## src/rtl/axis_pkg.sv

```systemverilog
// Shared definitions for the AXI-Stream frame generator: default widths and FSM encoding.
package axis_pkg;
    localparam int DEF_DATA_WIDTH = 32;
    localparam int DEF_LEN_WIDTH  = 12;
    localparam int DEF_GAP_WIDTH  = 8;
    localparam int FCNT_WIDTH     = 16;

    typedef enum logic [1:0] {
        ST_IDLE = 2'd0,
        ST_SEND = 2'd1,
        ST_GAP  = 2'd2
    } state_t;
endpackage

```

## src/rtl/axis_frame_gen.sv

```systemverilog
// AXI-Stream frame transmitter: emits one incrementing-data frame per start,
// then holds off for a programmable gap. All outputs come straight from registers.
module axis_frame_gen
    import axis_pkg::*;
#(
    parameter int DATA_WIDTH = DEF_DATA_WIDTH,
    parameter int LEN_WIDTH  = DEF_LEN_WIDTH,
    parameter int GAP_WIDTH  = DEF_GAP_WIDTH
) (
    input  logic                  clk,
    input  logic                  reset_n,
    input  logic                  start,
    input  logic [LEN_WIDTH-1:0]  frame_len,
    input  logic [DATA_WIDTH-1:0] seed,
    input  logic [GAP_WIDTH-1:0]  gap_cycles,
    output logic [DATA_WIDTH-1:0] m_axis_data,
    output logic                  m_axis_valid,
    input  logic                  m_axis_ready,
    output logic                  m_axis_last,
    output logic                  busy,
    output logic                  done,
    output logic [FCNT_WIDTH-1:0] frame_cnt
);
    state_t                  r_state, w_state_next;
    logic [LEN_WIDTH-1:0]    r_len, w_len_next;
    logic [LEN_WIDTH-1:0]    r_cnt, w_cnt_next;
    logic [GAP_WIDTH-1:0]    r_gap, w_gap_next;
    logic [DATA_WIDTH-1:0]   r_data, w_data_next;
    logic                    r_valid, w_valid_next;
    logic                    r_last, w_last_next;
    logic                    r_busy, w_busy_next;
    logic                    r_done, w_done_next;
    logic [FCNT_WIDTH-1:0]   r_fcnt, w_fcnt_next;
    logic                    w_fire;

    assign w_fire = r_valid && m_axis_ready;

    always_comb begin
        w_state_next = r_state;
        w_len_next   = r_len;
        w_cnt_next   = r_cnt;
        w_gap_next   = r_gap;
        w_data_next  = r_data;
        w_valid_next = r_valid;
        w_last_next  = r_last;
        w_done_next  = 1'b0;
        w_fcnt_next  = r_fcnt;
        case (r_state)
            ST_IDLE: begin
                if (start && (frame_len != '0)) begin
                    w_state_next = ST_SEND;
                    w_len_next   = frame_len;
                    w_gap_next   = gap_cycles;
                    w_data_next  = seed;
                    w_cnt_next   = '0;
                    w_valid_next = 1'b1;
                    w_last_next  = (frame_len == LEN_WIDTH'(1));
                end
            end
            ST_SEND: begin
                if (w_fire) begin
                    if (r_last) begin
                        w_valid_next = 1'b0;
                        w_last_next  = 1'b0;
                        w_done_next  = 1'b1;
                        w_fcnt_next  = r_fcnt + 1'b1;
                        w_state_next = (r_gap != '0) ? ST_GAP : ST_IDLE;
                    end else begin
                        w_cnt_next  = r_cnt + 1'b1;
                        w_data_next = r_data + 1'b1;
                        // Comparing against len-1 keeps the counter below len, so a maximal frame never wraps it.
                        w_last_next = (LEN_WIDTH'(r_cnt + 1'b1) == LEN_WIDTH'(r_len - 1'b1));
                    end
                end
            end
            ST_GAP: begin
                if (r_gap <= GAP_WIDTH'(1)) begin
                    w_gap_next   = '0;
                    w_state_next = ST_IDLE;
                end else begin
                    w_gap_next = r_gap - 1'b1;
                end
            end
            default: begin
                w_state_next = ST_IDLE;
                w_valid_next = 1'b0;
                w_last_next  = 1'b0;
            end
        endcase
        w_busy_next = (w_state_next != ST_IDLE);
    end

    always_ff @(posedge clk or posedge reset_n) begin
        if (reset_n) begin
            r_state <= ST_IDLE;
            r_len   <= '0;
            r_cnt   <= '0;
            r_gap   <= '0;
            r_data  <= '0;
            r_valid <= 1'b0;
            r_last  <= 1'b0;
            r_busy  <= 1'b0;
            r_done  <= 1'b0;
            r_fcnt  <= '0;
        end else begin
            r_state <= w_state_next;
            r_len   <= w_len_next;
            r_cnt   <= w_cnt_next;
            r_gap   <= w_gap_next;
            r_data  <= w_data_next;
            r_valid <= w_valid_next;
            r_last  <= w_last_next;
            r_busy  <= w_busy_next;
            r_done  <= w_done_next;
            r_fcnt  <= w_fcnt_next;
        end
    end

    assign m_axis_data  = r_data;
    assign m_axis_valid = r_valid;
    assign m_axis_last  = r_last;
    assign busy         = r_busy;
    assign done         = r_done;
    assign frame_cnt    = r_fcnt;
endmodule

```

## config.mk

```make
export PLATFORM = sky130hd
export DESIGN_NAME = axis_frame_gen
export DESIGN_NICKNAME = d
export VERILOG_FILES = /design/src/rtl/axis_pkg.sv /design/src/rtl/axis_frame_gen.sv
export SDC_FILE = /design/constraint.sdc
export NUM_CORES = 1
export LEC_CHECK = 0
export CORE_ASPECT_RATIO = 0.6
export CORE_MARGIN = 1.5
export CORE_UTILIZATION = 41
export DETAILED_ROUTE_END_ITERATION = 7
export GPL_TIMING_DRIVEN = 0
export PLACE_DENSITY_LB_ADDON = 0.3
export SYNTH_ARGS = -nofsm -noshare
export SYNTH_HDL_FRONTEND = slang
export SYNTH_SLANG_ARGS = --single-unit
```

## constraint.sdc

```tcl
create_clock -name clk -period 4.03 [get_ports clk]
set_clock_uncertainty 0.2 [all_clocks]
set_input_delay 0.403 -clock clk [delete_from_list [all_inputs] [get_ports clk]]
set_output_delay 0.403 -clock clk [all_outputs]
set_load 0.03 [all_outputs]
```

# Word-level counts from Yosys, hierarchy flattened
# Index checks and enable logic that the tools add are counted.
op_classes:
  n_addsub: 5
  n_lt_le_gt_ge: 1
  n_eq_ne: 8
  mux: 28
  n_bitwise: 1
  reduce_logical: 14
op_table:
  columns: ["op", "n"]
  rows:
  - ["$mux 32", 3]
  - ["$pmux 32 s2", 1]
  - ["$mux 12", 3]
  - ["$add 32x1->32 const B", 1]
  - ["$pmux 12 s2", 1]
  - ["$add 16x1->16 const B", 1]
  - ["$mux 8", 2]
  - ["$pmux 8 s2", 1]
  - ["$add 12x1->12 const B", 1]
  - ["$eq 12x1->1 const B", 1]
  - ["$eq 12x12->1", 1]
  - ["$reduce_bool 12->1", 1]
  - ["$sub 12x1->12 const B", 1]
  - ["$mux 2", 5]
  - ["$mux 1", 9]
  - ["$le 8x1->1 const B", 1]
  - ["$ne 2x2->1 const B", 4]
  - ["$reduce_and 4->1", 2]
  - ["$reduce_bool 8->1", 1]
  - ["$sub 8x1->8 const B", 1]
  - ["$pmux 1 s3", 2]
  - ["$pmux 2 s3", 1]
  - ["$reduce_and 3->1", 2]
  - ["$reduce_bool 2->1", 3]
  - ["other kinds (6)", 8]
word_totals:
  ff_bits: 86
  in_bits: 56
  wordCells: 67

# Logic depth before layout (Yosys ltp)
# Gate-level depths: netlist (run 1).
depth:
  word_depth: 6
  mapped_depth: 9

# Least setup slack after synthesis (run 1)
# No wires, ideal clock.
synth_timing:
  kind: "register to register"
  startpoint: "reg r_data[10], in the netlist m_axis_data[10]"
  endpoint: "reg r_data[24], in the netlist m_axis_data[24]"
  arrival_time_ns: 2.210
  slack_ns: 1.492
  stages_incl_launch_ff: 8
  synth_period_minus_slack_ns: 2.538
  path_cell_list: "dfrtp_1 > and4_1 > clkbuf_1 > nand4_1 > or3_1 > or2_2 > o32ai_1 > a21oi_1"
synth_between:
  elab_chain_len: 4
synth_lines:
  columns: ["element", "line_no", "rtl"]
  rows:
  - ["from (decl)", "axis_frame_gen.sv:28", "logic [DATA_WIDTH-1:0] r_data, w_data_next;"]
  - ["from (signal assigned)", "axis_frame_gen.sv:110", "r_data <= w_data_next;"]
  - ["$add 32x1->32", "axis_frame_gen.sv:70", "w_data_next = r_data + 1'b1;"]
  - ["$mux 32", "axis_frame_gen.sv:62", "if (r_last) begin"]
  - ["$mux 32", "axis_frame_gen.sv:61", "if (w_fire) begin"]
  - ["$pmux 32 s2", "axis_frame_gen.sv:48", "case (r_state)"]
# Every way passes these cells. The select of a mux whose other input is x is not followed.
# A chain may end at the register's enable or synchronous reset.

# Final worst setup path (run 1)
layout_timing:
  startpoint: "in frame_len[11]"
  endpoint: "reg r_data[11], in the netlist m_axis_data[11]"
layout_between:
  elab_chain_len: 4
layout_lines:
  columns: ["element", "line_no", "rtl"]
  rows:
  - ["from (decl)", "axis_frame_gen.sv:13", "input logic [LEN_WIDTH-1:0] frame_len,"]
  - ["$reduce_bool 12->1", "axis_frame_gen.sv:50", "if (start && (frame_len != '0)) begin"]
  - ["$logic_and 1x1->1", "axis_frame_gen.sv:50", null]
  - ["$ne 2x2->1 (no line)", null, null]
  - ["$reduce_and 4->1 (no line)", null, null]
# Every way passes these cells.

==> results of run 1 <==
==> registers in the layout, summed over array words and instances (netlist names) <==
signal and count:
r_len 12, done 1, r_cnt 12, m_axis_valid 1
frame_cnt 16, m_axis_last 1, r_gap 8, r_state 2
busy 1, m_axis_data 32
==> power by group through the flow <==
stage	Sequential (mW)	Combinational, mW	Clock (mW)
after global routing	1.58	2.50	0.912
final	1.53	2.30	0.860
after floorplan	1.76	1.18	0
after global placement	1.51	2.22	0
after CTS	1.52	2.27	0.875
after detailed placement	1.53	2.26	0
==> Yosys cell counts, types with 3 or more instances <==
| master | n | share of area [%] |
|---|---|---|
| nand2_1 | 85 | 6.4 |
| or4_1 | 5 | 0.75 |
| buf_2 | 5 | 0.50 |
| nand3_1 | 31 | 3.1 |
| clkbuf_1 | 19 | 1.4 |
| nor4_1 | 10 | 1.2 |
| o21ai_0 | 58 | 5.8 |
| o2bb2ai_1 | 3 | 0.52 |
| a31oi_1 | 6 | 0.75 |
| xnor2_1 | 23 | 4.0 |
| dfrtp_1 | 86 | 43 |
| nor3_1 | 11 | 1.1 |
| a2bb2oi_1 | 9 | 1.6 |
| xor2_1 | 10 | 1.7 |
| nand4_1 | 17 | 2.1 |
| ha_1 | 6 | 1.5 |
| inv_1 | 14 | 1.0 |
| and3_1 | 7 | 0.87 |
| a21oi_1 | 53 | 5.3 |
| xnor3_1 | 3 | 1.3 |
| and4_1 | 6 | 1.0 |
| o22ai_1 | 11 | 1.4 |
| or3_1 | 5 | 0.62 |
| o31ai_1 | 5 | 0.75 |
| nor2_1 | 45 | 3.4 |
==> cells by family after synthesis <==
| group | count (synthesis) |
|---|---|
| adder cells (fa/ha/maj) | 6 |
| buffers and inverters | 42 |
| XOR/XNOR | 37 |
| multiplexers | 1 |
| flip-flops | 86 |
| AND/OR/NAND/NOR | 238 |
| AO/OA/AOI/OAI | 172 |
==> path summary, 6_finish.rpt <==
path / endpoint / startpoint / slack, ps / cells after the start
max in group asynchronous: r_len[11] / reset_n / 2790 / 3
min in group clk: frame_cnt[15] / frame_cnt[15] / 280 / 1
setup reg to reg: m_axis_data[22] / r_state[0] / 1180 / 6
setup / recovery: m_axis_data[11] / frame_len[11] / 890 / 8
hold reg to reg: frame_cnt[15] / frame_cnt[15] / 280 / 1
hold / removal: frame_cnt[3] / reset_n / 200 / 2
==> worst max-delay path: stages <==
cell	delay [ps]
clkdlybuf4s50_1	450
or4_1	620
o41ai_4	740
o21ai_1	190
and2_1	190
clkbuf_1	280
a21oi_1	220
a21oi_1	60
==> routing by layer <==
| metal | up-vias | GRT usage [%] | part of all wire (%) |
|---|---|---|---|
| li1 | 2380 | - | - |
| met1 | 2436 | 34.32 | 46 |
| met2 | 243 | 36.02 | 42 |
| met3 | 20 | 8.454 | 12 |
| met4 | 0 | 5.659 | 1.0 |
| met5 | - | 0 | 0 |
==> final cells by class <==
| cell class | instances | area (µm²) |
|---|---|---|
| tap | 165 | 206.4 |
| inverter | 14 | 55.05 |
| sequential | 86 | 2152 |
| clock inverter | 2 | 60.06 |
| fill | 1091 | 5356 |
| clock buffer | 11 | 232.7 |
| buffer | 28 | 123.9 |
| timing repair buffer | 108 | 1099 |
| multi-input combinational | 454 | 2700 |
==> through the flow <==
stage                     util, %  power (mW)  hold WS [ps]  instance area [µm²]  TNS, ps
after floorplan                 -       2.941         249.6                 5022        0
after global placement      52.56       3.727         263.1                 6300   -19340
after detailed placement    52.81       3.790         272.5                 6330        0
after CTS                   55.26       4.662         213.0                 6623        0
after global routing        55.31       4.986         227.4                 6629        0
final                       55.31       4.689         203.1                 6629        0
==> run metrics, run 1 <==
Slew headroom=20.95%; Post-Synth Simple-Gate Area=23.07%; Pre-antenna DRT Iters=5; placed cell count=855; Post-Synth XOR/XNOR Area=7.623%; Residual DRC=0; Resize count post-CTS=0; fin nets=763; count of clock tree sinks=86; max-slew violation count=0; site row count=31; Clock transition at path regs=60 ps; Detailed Place HPWL=11.25 mm; MaxCap Viol Count=0; vias in the first global route=4,774; clk buf depth=2; Startpoint Class=input port; Post-Synth Adder-Cell Area=1.495%; Chip Height=88.73 µm; Antenna Cells=0; largest family of logic cells by synthesized area=simple AND/OR/NAND/NOR gates; Yosys cell types=63; crit path capture type=flip-flop; antenna viol nets, final=0; detail-routed via count per cell=5.851; setup slack after placement=550.8 ps; Synthesis Warnings=0; most common cell after layout, fill and taps aside=clkdlybuf4s50_1; GRT Total Usage=24.35%; fin crit share=77.81%; cells after synthesis=582; status=completed; post-synthesis compound-gate area fraction=21.23%; commonest non-fill, non-tap cells in the layout=clkdlybuf4s50_1 (107), dfrtp_1 (86), nand2_1 (85), o21ai_0 (58), a21oi_1 (53); Post-Syn Area per Cell=8.629 µm²; Worst VDD drop=0.3620 mV; Initial DRC Count=402; sequential area share after synthesis=42.85%; post-DR wirelength/cell=17.73 µm; total die area=0.01294 mm²; Yosys reg bits=86; Seq pwr share=32.6%; Hold Path Class=input port to asynchronous set/reset pin; H-tree depth=3; fmax=0.3189 GHz; number of synthesized flops with an enable pin=0; cell internal pwr=2.612 mW; Initial Utilization=41.90%; WP data arrival=3160 ps; Cell Pwr Density=707.4 mW/mm²; asr flop ratio synth=100.0%; Least-Margin Pin Slew=1177 ps; mux share of post-synthesis cell area=0.2242%; ys flop type=dfrtp_1; Syn Nets=644; global-route wire length before repair=24.78 mm; Static Leak=2.672 nW; largest net degree at the start of global routing=60; gpl congestion=0.9266; total gr overflow=0; Post-CTS Setup Inserts=0; share of cells above drive strength 1=4.694%; worst setup slack after layout=894.4 ps; Via Count=5,079; CP max FO=10; Core Box Area=0.01199 mm²; Critical Path RT=4050 ps; final setup violating endpoints=0; Cell Count, Final, Fillers Out=868; Sw Pwr=2.077 mW; min cycle time layout=3136 ps; Hold Buf Count CTS=0; clk_lat worst skew=340 ps; CTS tree=yes; unrepaired setup endpoints after global routing=no; Gate power share=49.0%; Final Routed Wirelength=15.39 mm; I/O Pins=108; Num CTS Buffers=9; IO buf count=107; mapped cell area=0.005022 mm²; Syn-to-layout area delta=31.99%; clk root buf=clkbuf_16; final hold vios=0; initial antenna violation count=0; critical path type=input port to flip-flop; Switching Fraction=44.29%; Die X=145.9 µm; clock network power share=18.3%
Note: power is estimated with default switching activity, not from simulation.
==> inputs of run 2 (changes only) <==
Clock period 4.03 ns to 2.5 ns, I/O delays scaled along.
==> run 2 against run 1 <==
The flow now finishes with violations (hold timing). Die area stayed put. Routed wire length is 1.1% higher. Sequential share of layout area is 1.5 points lower. Clock-buffer cell count unchanged. Clock power grew 59%. Flip-flop and latch count stayed put. Register-to-register slack got worse by 1100 ps. Via count grew 0.95%. Global-route usage is 0.28 points higher. Combinational power is 74% higher. Non-clock buffer count increased by 11. First-iteration DRC count up 27%. Critical endpoint is now m_axis_last.
==> run metrics, run 2 (same netlist as run 1, synthesis figures left out) <==
detail-routed via count per cell=5.813 (-0.66%); initial antenna violation count=0 (unchanged); failing checks=hold timing; Initial Utilization=41.90% (unchanged); H-tree depth=3 (unchanged); Critical Path RT=2560 ps (-1490 ps); most common cell after layout, fill and taps aside=clkdlybuf4s50_1; IO buf count=107 (unchanged); Cell Pwr Density=1127 mW/mm² (+59%); cell internal pwr=4.356 mW (+67%); Sw Pwr=3.502 mW (+69%); Die X=145.9 µm (unchanged); largest net degree at the start of global routing=34 (-43%); Hold Path Class=input port to flip-flop; Gate power share=50.9% (+1.9 points); clk root buf=clkbuf_16; Seq pwr share=31.6% (-1.0 points); fin crit share=98.50%; Final Cell Area=0.006973 mm² (+5.2%); CP max FO=6 (-4); final setup violating endpoints=0 (unchanged); placed cell area=0.006346 mm² (+0.26%); count of clock tree sinks=86 (unchanged); Static Leak=2.862 nW (+7.1%); MaxCap Viol Count=0 (unchanged); reg2reg path depth=7 (+1); I/O Pins=108 (unchanged); internal reg-to-reg setup slack=40 ps (-1140 ps); Least-Margin Pin Slew=578.5 ps (-598.2 ps); clk buf depth=2 (unchanged); total die area=0.01294 mm² (unchanged); share of cells above drive strength 1=12.13% (+7.4 points); Syn-to-layout area delta=38.84%; Antenna Cells=0 (unchanged); site row count=31 (unchanged); Slew headroom=61.35% (+40 points); Pre-antenna DRT Iters=5 (unchanged); unrepaired setup endpoints after global routing=yes; status=finished with violations; Final Routed Wirelength=15.56 mm (+1.1%); final hold vios=1 (+1); min cycle time layout=2463 ps; Num CTS Buffers=9 (unchanged); Total Power=7.857 mW (+68%); Chip Height=88.73 µm (unchanged); fmax=0.4061 GHz; post-DR wirelength/cell=17.64 µm (-0.51%); max-slew violation count=0 (unchanged); Residual DRC=0 (unchanged); Via Count=5,127 (+0.95%); Switching Fraction=44.56% (+0.27 points); Clock transition at path regs=60 ps (about the same); fin nets=774 (+1.4%); WP data arrival=2520 ps (-640 ps); clk_lat worst skew=340 ps (about the same); vias in the first global route=4,890 (+2.4%); Largest register FFs=32 (unchanged); critical path type=flip-flop to flip-flop; antenna viol nets, final=0 (unchanged); Worst VDD drop=0.4832 mV (+33%); Detailed Place HPWL=11.04 mm (-1.9%); global-route wire length before repair=25.16 mm (+1.5%); Core Box Area=0.01199 mm² (unchanged); commonest non-fill, non-tap cells in the layout=clkdlybuf4s50_1 (100), nand2_1 (85), dfrtp_1 (81), o21ai_0 (57), a21oi_1 (53); worst hold slack=-0.6983 ps (-203.8 ps); clock network power share=17.5% (-0.8 points); GRT Total Usage=24.63% (+0.28 points); gpl congestion=0.9330 (+0.69%); Startpoint Class=flip-flop; total gr overflow=0 (unchanged); Initial DRC Count=510 (+27%); hold depth=3; CTS tree=yes; crit path capture type=flip-flop
run 2: cell type report:
| cell class | instances | area (µm²) |
|---|---|---|
| Fill cell | 1002 | 5012 |
| Multi-Input combinational cell | 454 | 2846 |
| Sequential cell | 86 | 2158 |
| Timing Repair Buffer | 125 | 1256 |
| Clock buffer | 11 | 242.7 |
| Tap cell | 165 | 206.4 |
| Buffer | 22 | 147.6 |
| Clock inverter | 5 | 58.81 |
| Inverter | 14 | 56.30 |
run 2: final timing paths:
check	from	end
min in group asynchronous	reset_n	frame_cnt[5]
max reg2reg	r_len[2]	m_axis_last
max	r_len[2]	m_axis_last
min reg2reg	frame_cnt[15]	frame_cnt[15]
max in group asynchronous	reset_n	m_axis_data[5]
min	frame_len[2]	r_len[2]
run 2: power by group through the flow:
| stage | registers, mW | logic (mW) | clock network (mW) |
|---|---|---|---|
| floorplan | 2.85 | 1.90 | 0 |
| global placement | 2.44 | 3.57 | 0 |
| detailed placement | 2.45 | 3.65 | 0 |
| CTS | 2.42 | 3.85 | 1.40 |
| global route | 2.57 | 4.31 | 1.45 |
| finish | 2.48 | 4.00 | 1.37 |
run 2: repair_timing:
action                                  4_1_cts  5_1_grt
endpoints found under the setup margin       58       52
buffers inserted                              9        5
pin swaps                                    13       14
hold buffers                                  0        1
endpoints found under the hold margin         0        1
gates cloned                                  1        0
gates resized for setup                      29       39
run 2: layer usage:
metal	vias up	share of wire [%]	global-route usage (%)
met4	0	0.89	5.751
met5	-	0	0
li1	2392	-	-
met3	18	12	8.557
met2	268	42	36.41
met1	2449	46	34.76
run 2: critical path, cell delays in order (launching register included):
cell      delay (ps)
dfrtp_1          390
or4_4            540
buf_6            160
or3_2            470
o21ai_2           70
o311a_1          190
nand4_1          130
a211oi_2         240
run 2: stage by stage:
stage	utilization, %	worst slack [ps]	cells	TNS (ps)
after global placement	52.62	-795.1	854	-36480
after global routing	58.18	-79.92	882	-79.92
after detailed placement	52.95	-797.3	856	-38220
final	58.18	37.46	882	0
after floorplan	-	8.531	582	0
after CTS	56.79	11.28	880	0
==> inputs of run 3 (changes only) <==
Settings changed: CELL_PAD_IN_SITES_DETAIL_PLACEMENT from default to 2, CELL_PAD_IN_SITES_GLOBAL_PLACEMENT from default to 2, CORE_UTILIZATION 41 to 27, TNS_END_PERCENT from default to 50.
==> run 3 against run 2 <==
The flow now finishes without violations. Sequential share of layout area fell by 0.94 points. Non-clock buffer count rose by 5. Global-route usage fell by 2.9 points. Clock-buffer cell count fell by 2. Register-to-register slack got worse by 30 ps. Sequential power rose by 2%. Via count rose by 0.99%. Die area rose by 50%. Cell count rose by 9.1%. Largest cell class unchanged. Largest power group unchanged.
==> run metrics, run 3 (same netlist as run 1, synthesis figures left out) <==
FF-to-FF Start=r_len[3]; most common cell after layout, fill and taps aside=clkdlybuf4s50_1; clk buf depth=2 (unchanged); min cycle time layout=2495 ps (+32.78 ps); crit-path max cell delay=590 ps (+50 ps); Worst VDD drop=0.3641 mV (-25%); crit path launch=r_len[3]; Least-Margin Pin Slew=613.5 ps (+35.05 ps); Clock transition at path regs=70 ps (about the same); IO buf count=107 (unchanged); Initial DRC Count=276 (-46%); fin nets=779 (+0.65%); global-route wire length before repair=32.05 mm (+27%); MaxCap Viol Count=0 (unchanged); max-slew violation count=0 (unchanged); critical path type=flip-flop to flip-flop; r2r endpoint=m_axis_last; Worst Hold End=r_len[10]; Via Count=5,178 (+0.99%); worst setup slack after layout=4.677 ps (-32.78 ps); clk root buf=clkbuf_16; Finished Core Util=39.69% (-18 points); Total Power=8.520 mW (+8.4%); Initial Utilization=27.65% (-14 points); Residual DRC=0 (unchanged); Chip Height=108.6 µm (+22%); cell breakdown of the critical path=or4_4 -> nor3_4 -> xnor3_2 -> nor4_4 -> nand4_1 -> a211oi_2; Worst Hold Launch=frame_len[10]; Syn-to-layout area delta=43.52%; Core Box Area=0.01816 mm² (+52%); count of clock tree sinks=86 (unchanged); H-tree depth=3 (unchanged); gpl congestion=0.8633 (-7.5%); fmax=0.4008 GHz (-1.3%); Num CTS Buffers=9 (unchanged); Critical Path RT=2560 ps (about the same); CP max-delay cell=or4_4; final hold vios=0 (-1); antenna viol nets, final=0 (unchanged); unrepaired setup endpoints after global routing=yes; Die X=179.1 µm (+23%); Final Cell Area=0.007208 mm² (+3.4%); detail-routed via count per cell=5.383 (-7.4%); Antenna Cells=0 (unchanged); site row count=38 (+23%); Largest register FFs=32 (unchanged); setup slack after placement=-870.1 ps (-72.87 ps); Detailed Place HPWL=14.81 mm (+34%); Cell Count, Final, Fillers Out=962 (+9.1%); internal reg-to-reg setup slack=5 ps (-30 ps); placed cell area=0.006437 mm² (+1.4%); final setup violating endpoints=0 (unchanged); reg2reg path depth=6 (-1); Final Routed Wirelength=20.58 mm (+32%); CP max FO=6 (unchanged); Cell Pwr Density=1182 mW/mm² (+4.9%); Startpoint Class=flip-flop; total die area=0.01946 mm² (+50%); initial antenna violation count=0 (unchanged); post-DR wirelength/cell=21.40 µm (+21%); vias in the first global route=5,696 (+16%); largest net degree at the start of global routing=36 (+5.9%); clk_lat worst skew=350 ps (about the same); Static Leak=2.923 nW (+2.1%); commonest non-fill, non-tap cells in the layout=clkdlybuf4s50_1 (104), nand2_1 (85), dfrtp_1 (77), o21ai_0 (55), a21oi_1 (47); hold depth=3 (unchanged); WP data arrival=2550 ps (+30 ps); CTS tree=yes; fin crit share=99.81% (+1.3 points); filler instances=1,991 (+99%); share of cells above drive strength 1=15.65% (+3.5 points); crit path capture type=flip-flop; I/O Pins=108 (unchanged); status=completed; placed cell count=931 (+8.8%); Pre-antenna DRT Iters=4 (-1); Slew headroom=58.72% (-2.6 points); total gr overflow=0 (unchanged); Hold Path Class=input port to flip-flop; GRT Total Usage=21.75% (-2.9 points)
==> run 3: cell types whose count changed in the layout (fill, tap and decap cells not counted), sizes merged <==
| cell | previous run | this run |
|---|---|---|
| buf | 24 | 31 |
| bufinv | 1 | 2 |
| dlygate4sd2 | 3 | 0 |
| clkinv | 2 | 0 |
| dlygate4sd3 | 1 | 0 |
| clkinvlp | 3 | 2 |
| dlymetal6s2s | 4 | 3 |
| clkbuf | 26 | 22 |
| bufbuf | 0 | 1 |
| clkdlybuf4s50 | 100 | 104 |
| inv | 13 | 17 |
==> run 3: worst max-delay path by stage <==
stage | endpoint | depth (start not counted)
2_1_floorplan | m_axis_data[24] | 7
3_3_place_gp | m_axis_data[17] | 7
3_5_place_dp | m_axis_data[16] | 8
4_1_cts | m_axis_data[23] | 6
5_1_grt | m_axis_last | 6
6_report | m_axis_last | 6
==> run 3: power by group <==
group          internal (mW)  leakage, nW  switching, mW
Combinational           1.88         1.71           2.58
Clock                  0.892        0.157          0.649
Sequential              1.86         1.06          0.658
Total                   4.63         2.92           3.89
==> run 3: final cells by class <==
class | instances | area, µm² | area share, %
clock inverter | 7 | 102.6 | 1.423
inverter | 14 | 56.30 | 0.7811
sequential | 86 | 2163 | 30.01
timing repair buffer | 131 | 1320 | 18.31
tap | 240 | 300.3 | 4.166
buffer | 21 | 161.4 | 2.239
multi-input combinational | 454 | 2879 | 39.94
clock buffer | 9 | 225.2 | 3.124
==> run 3: metal layers <==
layer	share of wire (%)	global-route usage [%]	wire length, µm	vias to the layer above
met1	48	31.31	9871	2645
met4	0.66	4.167	136	0
met5	0	0	0	-
met2	45	33.07	9198	118
met3	6.7	5.335	1378	15
li1	-	-	-	2400
==> run 3: per-stage QoR <==
step / hold slack [ps] / TNS, ps
floorplan: 155.4 / -38.28
finish: 9.427 / 0
CTS: 122.9 / -315.0
detailed placement: 283.3 / -43240
global route: 36.38 / -194.5
global placement: 268.6 / -43290
==> run 3: critical path, delay by kind of cell, from the launching register on <==
| family | cells | cell delay (ps) |
|---|---|---|
| xor+xnor | 1 | 300 |
| simple gates | 4 | 1250 |
| compound gates | 1 | 240 |
| flops | 1 | 410 |
==> run 3: what timing repair did <==
action	in CTS	in global routing
setup buffers	15	6
gates resized for setup	46	46
hold buffers	0	0
pin swaps	13	11
endpoints found under the setup margin	68	55
cloned	1	0
